===== src/rtl/serial_adder.sv =====
// Bit-serial add/subtract: one full-adder step per clock, LSB first.
// Operands captured on strt; result, carry and overflow held until next start.
module serial_fa (
  input  logic a,
  input  logic b,
  input  logic ci,
  output logic s,
  output logic co
);
  assign s  = a ^ b ^ ci;
  assign co = (a & b) | (ci & (a ^ b));
endmodule

module serial_adder #(
  parameter int WIDTH = 16
) (
  input  logic             clk,
  input  logic             rst_n,
  input  logic             strt,
  input  logic             sub,
  input  logic [WIDTH-1:0] A,
  input  logic [WIDTH-1:0] B,
  output logic             busy,
  output logic             done,
  output logic [WIDTH-1:0] sum,
  output logic             cout,
  output logic             ovfl
);
  localparam int CW = (WIDTH > 1) ? $clog2(WIDTH) : 1;

  typedef enum logic {
    IDLE,
    ADD
  } state_t;

  state_t          state;
  logic [WIDTH-1:0] a_shft;
  logic [WIDTH-1:0] b_shft;
  logic            carry;
  logic [CW-1:0]   cnt;
  logic            fa_s;
  logic            fa_c;

  serial_fa u_fa (
    .a  (a_shft[0]),
    .b  (b_shft[0]),
    .ci (carry),
    .s  (fa_s),
    .co (fa_c)
  );

  always_ff @(posedge clk or negedge rst_n) begin
    if (!rst_n) begin
      state  <= IDLE;
      busy   <= 1'b0;
      done   <= 1'b0;
      sum    <= '0;
      cout   <= 1'b0;
      ovfl   <= 1'b0;
      carry  <= 1'b0;
      cnt    <= '0;
      a_shft <= '0;
      b_shft <= '0;
    end else begin
      unique case (state)
        IDLE: begin
          done <= 1'b0;
          if (strt) begin
            a_shft <= A;
            b_shft <= sub ? ~B : B;
            carry  <= sub;
            sum    <= '0;
            cnt    <= '0;
            cout   <= 1'b0;
            ovfl   <= 1'b0;
            busy   <= 1'b1;
            state  <= ADD;
          end
        end
        ADD: begin
          sum    <= {fa_s, sum[WIDTH-1:1]};
          a_shft <= a_shft >> 1;
          b_shft <= b_shft >> 1;
          carry  <= fa_c;
          cnt    <= cnt + 1'b1;
          // carry still holds the carry into the MSB on the last step
          if (cnt == CW'(WIDTH - 1)) begin
            cout  <= fa_c;
            ovfl  <= carry ^ fa_c;
            busy  <= 1'b0;
            done  <= 1'b1;
            state <= IDLE;
          end
        end
      endcase
    end
  end
endmodule


===== config.mk =====
export PLATFORM = sky130hd
export DESIGN_NAME = serial_adder
export DESIGN_NICKNAME = d
export VERILOG_FILES = /design/src/rtl/serial_adder.sv
export SDC_FILE = /design/constraint.sdc
export NUM_CORES = 1
export LEC_CHECK = 0
export BUFFER_PORTS_ARGS = -buffer_cell sky130_fd_sc_hd__buf_2
export CELL_PAD_IN_SITES_DETAIL_PLACEMENT = 1
export CELL_PAD_IN_SITES_GLOBAL_PLACEMENT = 2
export CORE_MARGIN = 2
export CORE_UTILIZATION = 35
export DETAILED_ROUTE_END_ITERATION = 16
export PLACE_DENSITY = 0.8
export SKIP_CTS_REPAIR_TIMING = 1
export SLEW_MARGIN = 30
export SYNTH_ARGS = -nofsm -noshare
export SYNTH_HDL_FRONTEND = slang
export SYNTH_SLANG_ARGS = --single-unit

===== constraint.sdc =====
create_clock -name clk -period 1.55 [get_ports clk]
set_input_delay 0.2325 -clock clk [delete_from_list [all_inputs] [get_ports clk]]
set_output_delay 0.2325 -clock clk [all_outputs]
set_load 0.05 [all_outputs]

==> results.sh <==
export IMPL_slowest_delay_ns=0.48
export IMPL_fin_area_mm2=0.00327
export IMPL_power_density_mw_per_mm2=1890
export IMPL_clkTransAtPathRegs_ns=0.06
export IMPL_dr_total_vias=1934
export IMPL_dp_cells=395
export IMPL_dp_slack_ns=0.271
export IMPL_synth_cells=251
export IMPL_end_kind="register"
export IMPL_crit_family="adder cells"
export IMPL_holdWs_ns=0.172
export IMPL_n_antenna_cell=0
export IMPL_worstPathCellList="fa_1, xnor2_1, o21ai_0"
export IMPL_die_area_mm2=0.00853
export IMPL_grt_max_degree=51
export IMPL_place_congestion=0.741
export IMPL_avgSynthCellArea_um2=10.9
export IMPL_cts_tree="done"
export IMPL_area_growth_pct=19.7
export IMPL_hpwl_um=3780
export IMPL_synth_top_cell_by_area="dfrtp_1"
export IMPL_drive_gt1_share_pct=25.2
export IMPL_hold_class="input port to register"
export IMPL_critPathKind="register to register"
export IMPL_tightest_slew_ns=0.470
export IMPL_synth_cell_types=27
export IMPL_status="finished, final reports clean"
export IMPL_fillers=883
export IMPL_ir_drop_mv=0.891
export IMPL_drt_iter0_markers=65
export IMPL_path_max_fanout=3
export IMPL_hold_viol=0
export IMPL_regArea_mm2=0.00145
export IMPL_finalSetupViolations=0
export IMPL_routedWlPerCell_um=13.9
export IMPL_arrival_ns=1.50
export IMPL_tns_ns=0
export IMPL_cts_buffers=9
export IMPL_slew_limit_headroom_pct=68.7
export IMPL_h_tree_depth=3
export IMPL_fin_crit_sh_pct=84.0
export IMPL_nets=343
export IMPL_cp_slowest_cell="fa_1"
export IMPL_first_global_vias=2024
export IMPL_grt_antenna_before_repair=0
export IMPL_via_per_inst=4.69
export IMPL_required_ns=1.75
export IMPL_coreArea_mm2=0.00765
export IMPL_critPathLaunchType="register"
export IMPL_cts_num_sinks=58
export IMPL_num_rows=32
export IMPL_min_period_ns=1.30
export IMPL_grt_remaining_overflow=0
export IMPL_postRouteAntennaNets=0
export IMPL_seq_area_frac_synth_pct=53.1
export IMPL_multi_input_area_mm2=0.00113
export IMPL_clock_latency_ns=0.32
export IMPL_ios=56
export IMPL_grt_pass1_wl_um=9670
export IMPL_start_util_pct=35.7
export IMPL_synthesis_area_mm2=0.00273
export IMPL_total_power_mw=6.17
export IMPL_drc_errors=0
export IMPL_finalClockSkew_ns=0.00314
export IMPL_worst_path_buf_inv=0
export IMPL_syn_nets=289
export IMPL_first_pass_iters=4
export IMPL_io_buffers=55
export IMPL_placed_cell_area_mm2=0.00308
export IMPL_cap_viol_max_count=0
export IMPL_dieHeight_um=92.4
export IMPL_fin_ws_ns=0.247
export IMPL_die_w_um=92.4
export IMPL_synth_area_top_cells="dfrtp_1 (53%), mux2i_1 (12%), o21ai_0 (6.4%), nand2_1 (5.9%), xor2_1 (5.1%)"
export IMPL_ctsRootBufferMaster="clkbuf_8"
export IMPL_grt_use_total_pct=14.5
export IMPL_fmax_mhz=768
export IMPL_wirelength_um=5710
export IMPL_finish_utilization_pct=42.8
export IMPL_synth_top_cell_area_share_pct=53.1
export IMPL_ys_warn_count=0
export IMPL_clockBufferDepth=2
export IMPL_rsz0062_at_grt="false"
export IMPL_ys_seq_elements=58
export IMPL_power_leakage_nw=1.62
export IMPL_final_cells=412
export IMPL_slew_viol_final=0
## flip-flops by register name, indices dropped and copies added (netlist names)
signal  count
a_shft     16
b_shft     16
busy        1
carry       1
cnt         4
cout        1
done        1
ovfl        1
state       1
sum        16
## layout by cell type (no fill, tap or decap)
cell type       n
o21ai_1         8
nand2b_1       12
nand3_1         3
a22o_1          8
clkinv_2        2
o21a_1          1
nand2_1        43
a21boi_0        1
dlygate4sd3_1   1
a211oi_2        1
dfrtp_1        57
nor3b_1         1
fa_1            1
xnor2_1         3
mux2i_1        33
nor2_4          1
ha_1            1
dfrtp_2         1
o21ai_0        35
xor2_1         16
nor2_1          2
clkbuf_8       12
buf_2          55
buf_4           3
nand4_1         1
inv_1           2
clkbuf_1        2
a21o_1          1
buf_12          3
## cell usage after synthesis
master	n
a21boi_0	1
nor2_4	1
xnor2_1	3
nand4_1	1
o21a_1	1
nand3_1	3
buf_12	1
fa_1	1
a211oi_2	1
nand2_1	43
nor3b_1	1
nand2b_1	12
buf_1	2
buf_4	3
o21ai_0	35
a21o_1	1
nor2_1	2
mux2i_1	33
buf_6	4
a22o_1	8
o21ai_1	8
dfrtp_1	58
xor2_1	16
buf_2	8
inv_1	2
clkbuf_2	1
ha_1	1
## worst reg2reg max path, delay by kind of cell (launching register included)
| kind | cells | cell delay [ns] |
|---|---|---|
| adder cells (fa/ha/maj) | 1 | 0.48 |
| flip-flops | 1 | 0.42 |
| XOR/XNOR | 1 | 0.17 |
| AO/OA/AOI/OAI | 1 | 0.09 |
## per-layer routing
| metal | share of wire [%] | vias to the layer above | track usage (%) | wire (um) |
|---|---|---|---|---|
| li1 | - | 954 | - | - |
| met1 | 49 | 936 | 20.1 | 2810 |
| met2 | 45 | 34 | 21.8 | 2580 |
| met3 | 3.5 | 10 | 2.69 | 198 |
| met4 | 2.0 | 0 | 7.46 | 116 |
| met5 | 0 | - | 0 | 0 |
## final cells by class
type / instances / area share (%)
clock inverter: 2 / 0.306
clock buffer: 14 / 5.28
tap: 102 / 3.90
inverter: 2 / 0.229
multi-input combinational: 172 / 34.6
timing repair buffer: 62 / 11.2
sequential: 58 / 44.4
## worst paths after layout
check	slack [ns]	from	endpoint	cells after the start
setup reg to reg	0.25	carry	ovfl	3
min in group asynchronous	0.44	rst_n	a_shft[7]	3
hold reg to reg	0.49	b_shft[11]	b_shft[10]	2
hold / removal	0.17	A[15]	a_shft[15]	3
setup / recovery	0.25	carry	ovfl	3
max in group asynchronous	0.85	rst_n	state	3
## cells by family (layout without fill, tap and decap cells)
logic type,after synthesis,count (layout),share of synthesized area (%)
mux,33,33,12.1
simple gates,63,63,10.4
compound gates,55,55,11.7
xor+xnor,19,19,6.09
fa+ha+maj,2,2,1.19
buf+inv,21,80,5.40
flops,58,58,53.1
## where the power goes
part / internal (mW) / switching (mW) / total [mW]
clock network: 0.707 / 0.562 / 1.27
logic: 0.822 / 1.58 / 2.40
registers: 2.09 / 0.407 / 2.50
(Power assumes the default switching activity.)
